[src/rtl/input_pkg.sv]
// Shared types and defaults for the switch/button input controller.
// Holds the FSM state encoding, read-mode encodings and default widths.
package input_pkg;

    typedef enum logic [1:0] {
        IDLE       = 2'd0,
        WAIT_PRESS = 2'd1,
        CAPTURED   = 2'd2
    } input_state_t;

    localparam logic READ_MODE_WAIT      = 1'b0;
    localparam logic READ_MODE_IMMEDIATE = 1'b1;

    localparam int DEFAULT_SWITCH_WIDTH = 18;
    localparam int DEFAULT_DATA_WIDTH   = 32;

endpackage

[src/rtl/input_controller_button_debouncer.sv]
// Confirm-button front end: 2-flop synchroniser, stability filter and a
// registered one-cycle pulse on every accepted 0->1 transition.
module button_debouncer #(
    parameter int DEBOUNCE_CYCLES = 50000
) (
    input  logic clock,
    input  logic reset_n,
    input  logic button,
    output logic button_level,
    output logic press_pulse
);

    localparam int COUNT_WIDTH = (DEBOUNCE_CYCLES > 0) ? $clog2(DEBOUNCE_CYCLES + 1) : 1;

    logic [1:0] sync_reg;
    logic       button_synced;
    logic       stable_reg;
    logic       pulse_reg;

    assign button_synced = sync_reg[1];
    assign button_level  = stable_reg;
    assign press_pulse   = pulse_reg;

    always_ff @(posedge clock or negedge reset_n) begin
        if (!reset_n) begin
            sync_reg <= 2'b00;
        end else begin
            sync_reg <= {sync_reg[0], button};
        end
    end

    generate
        if (DEBOUNCE_CYCLES == 0) begin : g_bypass
            always_ff @(posedge clock or negedge reset_n) begin
                if (!reset_n) begin
                    stable_reg <= 1'b0;
                    pulse_reg  <= 1'b0;
                end else begin
                    stable_reg <= button_synced;
                    pulse_reg  <= button_synced & ~stable_reg;
                end
            end
        end else begin : g_filter
            localparam logic [COUNT_WIDTH-1:0] COUNT_LAST = COUNT_WIDTH'(DEBOUNCE_CYCLES - 1);

            logic [COUNT_WIDTH-1:0] count_reg;

            // The level flips on the edge where the count would reach
            // DEBOUNCE_CYCLES; the pulse is registered on that same edge.
            always_ff @(posedge clock or negedge reset_n) begin
                if (!reset_n) begin
                    count_reg  <= '0;
                    stable_reg <= 1'b0;
                    pulse_reg  <= 1'b0;
                end else begin
                    pulse_reg <= 1'b0;
                    if (button_synced == stable_reg) begin
                        count_reg <= '0;
                    end else if (count_reg == COUNT_LAST) begin
                        count_reg  <= '0;
                        stable_reg <= button_synced;
                        pulse_reg  <= button_synced;
                    end else begin
                        count_reg <= count_reg + 1'b1;
                    end
                end
            end
        end
    endgenerate

endmodule

[src/rtl/input_controller.sv]
// IN-instruction input unit: stalls the CPU until a debounced button press
// (or samples at once in immediate mode) and latches the extended switches.
module input_controller
    import input_pkg::*;
#(
    parameter int SWITCH_WIDTH    = DEFAULT_SWITCH_WIDTH,
    parameter int DATA_WIDTH      = DEFAULT_DATA_WIDTH,
    parameter int DEBOUNCE_CYCLES = 50000,
    parameter int SIGN_EXTEND     = 0
) (
    input  logic                    clock,
    input  logic                    reset_n,
    input  logic                    read_request,
    input  logic                    read_mode,
    input  logic                    button,
    input  logic [SWITCH_WIDTH-1:0] switches,
    output logic                    halt_from_input,
    output logic                    data_valid,
    output logic [DATA_WIDTH-1:0]   output_value,
    output logic                    button_level
);

    input_state_t state_reg;
    input_state_t state_next;
    logic         capture;
    logic         press_pulse;
    logic         data_valid_reg;

    logic [SWITCH_WIDTH-1:0] switch_meta_reg;
    logic [SWITCH_WIDTH-1:0] switch_sync_reg;
    logic [DATA_WIDTH-1:0]   extended_value;
    logic [DATA_WIDTH-1:0]   value_reg;

    button_debouncer #(
        .DEBOUNCE_CYCLES(DEBOUNCE_CYCLES)
    ) u_debouncer (
        .clock       (clock),
        .reset_n     (reset_n),
        .button      (button),
        .button_level(button_level),
        .press_pulse (press_pulse)
    );

    always_ff @(posedge clock or negedge reset_n) begin
        if (!reset_n) begin
            switch_meta_reg <= '0;
            switch_sync_reg <= '0;
        end else begin
            switch_meta_reg <= switches;
            switch_sync_reg <= switch_meta_reg;
        end
    end

    genvar gi;
    generate
        for (gi = 0; gi < DATA_WIDTH; gi++) begin : g_extend
            if (gi < SWITCH_WIDTH) begin : g_bit
                assign extended_value[gi] = switch_sync_reg[gi];
            end else begin : g_fill
                assign extended_value[gi] = (SIGN_EXTEND != 0) ? switch_sync_reg[SWITCH_WIDTH-1] : 1'b0;
            end
        end
    endgenerate

    // A press arriving on the IDLE->WAIT_PRESS edge is deliberately dropped,
    // and an abort in WAIT_PRESS beats a simultaneous press.
    always_comb begin
        state_next = state_reg;
        capture    = 1'b0;
        case (state_reg)
            IDLE: begin
                if (read_request) begin
                    if (read_mode == READ_MODE_IMMEDIATE) begin
                        capture    = 1'b1;
                        state_next = CAPTURED;
                    end else begin
                        state_next = WAIT_PRESS;
                    end
                end
            end
            WAIT_PRESS: begin
                if (!read_request) begin
                    state_next = IDLE;
                end else if (press_pulse) begin
                    capture    = 1'b1;
                    state_next = CAPTURED;
                end
            end
            CAPTURED: begin
                if (!read_request) begin
                    state_next = IDLE;
                end
            end
            default: state_next = IDLE;
        endcase
    end

    always_ff @(posedge clock or negedge reset_n) begin
        if (!reset_n) begin
            state_reg      <= IDLE;
            data_valid_reg <= 1'b0;
            value_reg      <= '0;
        end else begin
            state_reg      <= state_next;
            data_valid_reg <= capture;
            if (capture) begin
                value_reg <= extended_value;
            end
        end
    end

    assign halt_from_input = reset_n && read_request && (state_reg != CAPTURED) &&
                             (read_mode == READ_MODE_WAIT);
    assign data_valid      = data_valid_reg;
    assign output_value    = value_reg;

endmodule

[config.mk]
export PLATFORM = sky130hd
export DESIGN_NAME = input_controller
export DESIGN_NICKNAME = d
export VERILOG_FILES = /design/src/rtl/input_pkg.sv /design/src/rtl/input_controller_button_debouncer.sv /design/src/rtl/input_controller.sv
export SDC_FILE = /design/constraint.sdc
export NUM_CORES = 1
export LEC_CHECK = 0
export BUFFER_PORTS_ARGS = -buffer_cell sky130_fd_sc_hd__buf_2
export CAP_MARGIN = 20
export CORE_MARGIN = 8
export CORE_UTILIZATION = 36
export CTS_BUF_LIST = sky130_fd_sc_hd__clkbuf_8
export CTS_CLUSTER_DIAMETER = 200
export DETAILED_ROUTE_END_ITERATION = 10
export GPL_ROUTABILITY_DRIVEN = 0
export PLACE_DENSITY = 0.6
export SYNTH_ARGS = -nofsm -noshare
export SYNTH_HDL_FRONTEND = slang
export SYNTH_SLANG_ARGS = --single-unit
export TNS_END_PERCENT = 20
[constraint.sdc]
create_clock -name clock -period 2.2 [get_ports clock]
set_clock_uncertainty 0.1 [all_clocks]
set_input_delay 0.22 -clock clock [delete_from_list [all_inputs] [get_ports clock]]
set_output_delay 0.22 -clock clock [all_outputs]
set_load 0.02 [all_outputs]
Word level (Yosys, flattened, before mapping)
Index checks and enable logic that the tools add are counted.
Word-level totals
  input bits: 23
  output and inout port bits: 35
  flip-flop bits (word level): 77
Operators by class
  bitwise operators: 2
  add/subtract/negate cells: 1
  reductions and logical operators: 6
  multiplexer cells: 15
  equal/unequal tests: 8
Operator list (number)
  2-to-1 mux 16 bit: 2
  adder 16 x 1 -> 16 bit, second input constant: 1
  equality test 16 bit, second input constant: 1
  2-to-1 mux 2 bit: 5
  2-to-1 mux 1 bit: 6
  inequality test 2 bit, second input constant: 3
  case mux 2 bit (3 select lines): 1
  logical AND 1 bit: 3
  inequality test 3 x 2 -> 1 bit, second input constant: 1
  AND reduction 3 bit: 1
  equality test 2 x 1 -> 1 bit, second input constant: 1
  equality test 2 bit, second input constant: 1
  zero test 2 bit: 1
  inverter 1 bit: 2
  case mux 1 bit (2 select lines): 1
  AND reduction 2 bit: 1
  equality test 1 bit: 1

Depth between registers and ports, before layout
  word-level depth: 3
  depth in mapped cells: 6
  depth with buffers taken out: 5

Cells and area by module
From an unflattened synthesis, not the netlist that was laid out.
Unflattened totals
  cell total of the unflattened synthesis: 190
  area total of the unflattened synthesis: 2783.9 µm²
Modules (own cells, without submodules)
  input_controller: sequential area each 1426.4 µm², area each 1815.5 µm², instances 1, cells each 99
  button_debouncer: sequential area each 500.5 µm², area each 968.4 µm², instances 1, cells each 91

Worst setup path after synthesis
No wires, ideal clock.
  path kind: register to register
  start point: register u_debouncer.g_filter.count_reg[0]
  end point: register u_debouncer.stable_reg, in the netlist u_debouncer.button_level
  clock period less this slack: 1.524 ns
  path slack: 0.676 ns
  path buffers: 0
  library setup time: 0.125 ns
  cell stages (with the launch flop): 5
  arrival time: 1.299 ns
  path through: dfrtp_1 ha_1 and3_1 nand4_1 mux2_2
Between the ends
  cells in the longest elaborated chain, start to end: 2
Ends and longest elaborated chain
  start, declared: RTL line input_controller_button_debouncer.sv:46  | logic [COUNT_WIDTH-1:0] count_reg;
  start signal, assigned: RTL line input_controller_button_debouncer.sv:64  | count_reg <= count_reg + 1'b1;
  equality test 16 bit: RTL line input_controller_button_debouncer.sv:59  | end else if (count_reg == COUNT_LAST) begin
  AND reduction 2 bit (no source line)
  end signal, assigned: RTL line input_controller_button_debouncer.sv:61  | stable_reg <= button_synced;
  end, declared: RTL line input_controller_button_debouncer.sv:17  | logic stable_reg;
No other way between the ends.
A chain may end at the register's enable or synchronous reset.

Worst setup path after layout
  start point: input reset_n
  end point: output halt_from_input
Between the ends
  cells in the longest elaborated chain, start to end: 3
Ends and longest elaborated chain
  start, declared: RTL line input_controller.sv:12  | input logic reset_n,
  logical AND 1 bit (3 in a row): RTL line input_controller.sv:112  | assign halt_from_input = reset_n && read_request && (state_reg != CAPTURED) &&
  end, declared: RTL line input_controller.sv:17  | output logic halt_from_input,
No other way between the ends.

==> results.md <==
* R2R cell count at 5
* Routed Antenna Nets at 0
* WHS at around 0.038 ns
* Worst path slowest cell: dlygate4sd3_1
* Row cnt at 32
* Fin. Hold Viols at 0
* Post-synthesis simple-gate area fraction at 0.113
* Max-slew violation count at 0
* RSZ-0062 raised after global routing: no
* Most common library cells after synthesis: dfrtp_1 (77), buf_4 (16), mux2_2 (16), nor2_1 (15), xnor2_1 (12)
* Worst r2r src: u_debouncer.g_filter.count_reg[0]
* Number of synthesized flops with an enable pin at 0
* Main area contributors after synthesis: dfrtp_1 (70%), mux2_2 (6.5%), buf_4 (4.4%)
* Fin crit share at 0.853
* CP endpoint: halt_from_input
* Reg2Reg Setup Slack at 0.50 ns
* Vias/cell at approximately 4.3
* CTS tree: yes
* Skew-Pair Late Insertion Delay at around 0.34 ns
* Cells after Synth at roughly 180
* Yosys cell types at 29
* Hpwl dp at between 3 and 4 mm
* Routed via count at ~1.5k
* Critical-path cell list: dlygate4sd3_1, buf_4, nand2_1, nor3_1, buf_2
* Filler instances at 699
* Crit end category: output pin
* Area Growth Syn to Fin at 25.6%
* DR DRC count at 0
* Startpoint class of the critical path: primary input
* CTS buffer count at 9
* NumNets Final at roughly 280
* Die height at between 100 and 150 µm
* CP Data Arrival Time at roughly 1.6 ns
* Crit path launch: reset_n
* Starting DRT DRC Count at 40
* Root buf cell: clkbuf_8
* Total negative slack at 0 ns
* Core area at about 0.0076 mm²
* Clock sink total at between 70 and 80
* Max Cap Viol at 0
* Largest net degree at the start of global routing at 46
* Fmax at 533 MHz
* Total Wirelength at approximately 4.7 mm
* Ant. Diodes at 0
* Multi-input gate area at roughly 740 µm²
* Asr flop ratio synth at 1.00
* Io pins at 58
* Mux contribution to synthesized area at 0.0811
* Place WS at 0.497 ns
* Post-synth top area cell: dfrtp_1
* FF-to-FF End: u_debouncer.g_filter.count_reg[6]
* Antenna violations before repair at 0
* Cell Pwr Density at a little over 900 mW/mm²
* CP required at approximately 1.9 ns
* Clock tree buffer depth at 2
* Adder-Cell Fraction of Synth Area at 0.00453
* Hold Buf Count CTS at 20
* Placement Cell Area at just over 0.003 mm²
* Post-CTS setup buffer count at 0
* Synth Register Bits at 77
* Outcome: completed
* Die Wd at 104 µm
* Cell family with most CP delay: buffers and inverters
* Die area at 0.0107 mm²
* Static Leak at 1.58 nW
* Avg Inst Size Synth at 15.0 µm²
* Compound-cell area share of the yosys netlist at 0.00272
* Overflow after GRT at 0
* Initial Util at 0.365
* Mapped Area at about 0.0028 mm²
* Final Util at 0.458
* Most common flop cell mapped by yosys: dfrtp_1
* Synth warn at 0
* Pwr Total at 3.18 mW
* Vias in the first global route at roughly 1.8k
* Final setup violation count at 0
* Layout cell share with drive strength beyond 1 at 0.332
* Resized cells post-CTS at 0
* Post-synth top area share at 0.698
* Largest family of logic cells by synthesized area: simple AND/OR/NAND/NOR gates
* VDD IR-drop max at approximately 0.4 mV
* Most common cell in the netlist: dfrtp_1
* Setup ws final at roughly 0.32 ns
* Critical Path Fanout Max at 34
* First-pass GRT wire length at roughly 8.3 mm
* Minimum clock period at 1.88 ns
* Max transition margin at 0.629
* Hold Crit Class: in2reg
* Clock transition at path regs at roughly 0.07 ns
* IO buf count at 43
* H-tree depth at 3
* Total track usage at 0.0958
* Placed cell count at 328
* Finished Layout Cells at 364
* Wirelength per Cell at 13.0 µm
* Reg area at roughly 0.0019 mm²
* Sequential share of the synthesized area at 0.698
* Max incr delay on CP at roughly 0.52 ns
* Worst Tran Pin Value at between 0.5 and 0.6 ns
* Cell area after layout at 0.00347 mm²
* XOR/XNOR Fraction of Synth Area at 0.0476
* Detailed Routing Iterations Pass 1 at 4
* Crit Path Category: in2out
* Levels on crit path at 5
* Worst Path Buf+Inv at 3
## final cells by class
cell class | count | share of cell area
sequential | 77 | 0.556
multi-input combinational | 100 | 0.215
timing repair buffer | 66 | 0.127
tap | 102 | 0.0368
clock buffer | 9 | 0.0357
clock inverter | 7 | 0.0264
inverter | 3 | 0.00325
## worst reg2reg max path, cell delays in order (launching register included)
cell and delay (ns):
dfrtp_1 0.40, ha_1 0.21, and3_1 0.23, nand4_1 0.20, nand2_2 0.33, nor2_1 0.10
## cell families after synthesis
kind of cell / after synthesis
other: 1
AND/OR/NAND/NOR: 49
buffers and inverters: 20
AO/OA/AOI/OAI: 1
multiplexers: 20
adder cells (fa/ha/maj): 1
XOR/XNOR: 15
flip-flops: 77
## power by group
part / internal, mW / switching, mW
sequential: 1.55 / 0.0532
clock: 0.635 / 0.507
combinational: 0.181 / 0.257
total: 2.36 / 0.818
## routing by layer
layer | wire length, µm | up-vias | GRT usage
li1 | - | 733 | -
met1 | 2250 | 767 | 0.113
met2 | 2110 | 38 | 0.146
met3 | 274 | 9 | 0.0409
met4 | 83 | 0 | 0.0472
met5 | 0 | - | 0
## cell usage in the layout, fill, tap and decap left out, types with 2 or more instances in the layout
cell type | netlist | layout
nand3_1 | 5 | 5
nand4_1 | 3 | 3
clkbuf_8 | 0 | 9
conb_1 | 1 | 14
and3_1 | 2 | 2
buf_4 | 16 | 4
nand2_1 | 3 | 3
nor4_2 | 4 | 4
xnor2_1 | 12 | 12
buf_2 | 0 | 42
bufinv_16 | 0 | 2
clkinvlp_4 | 0 | 2
dfrtp_1 | 77 | 77
xor2_1 | 3 | 3
nor2_2 | 2 | 2
nor3_1 | 5 | 5
mux2_1 | 3 | 3
dlygate4sd3_1 | 0 | 20
mux2_2 | 16 | 16
nor2_1 | 15 | 15
inv_1 | 3 | 5
## how the worst min path moves through the flow
stage                      start         endpoint  slack, ns  cells past startpoint
finish              read_request     state_reg[1]       0.04                      2
CTS                 read_request     state_reg[1]       0.02                      2
global route        read_request     state_reg[1]       0.03                      2
global placement         reset_n  output_value[7]       0.08                      1
detailed placement       reset_n  output_value[2]       0.09                      1
floorplan                reset_n       data_valid      -0.18                      0
(Power assumes the default switching activity.)
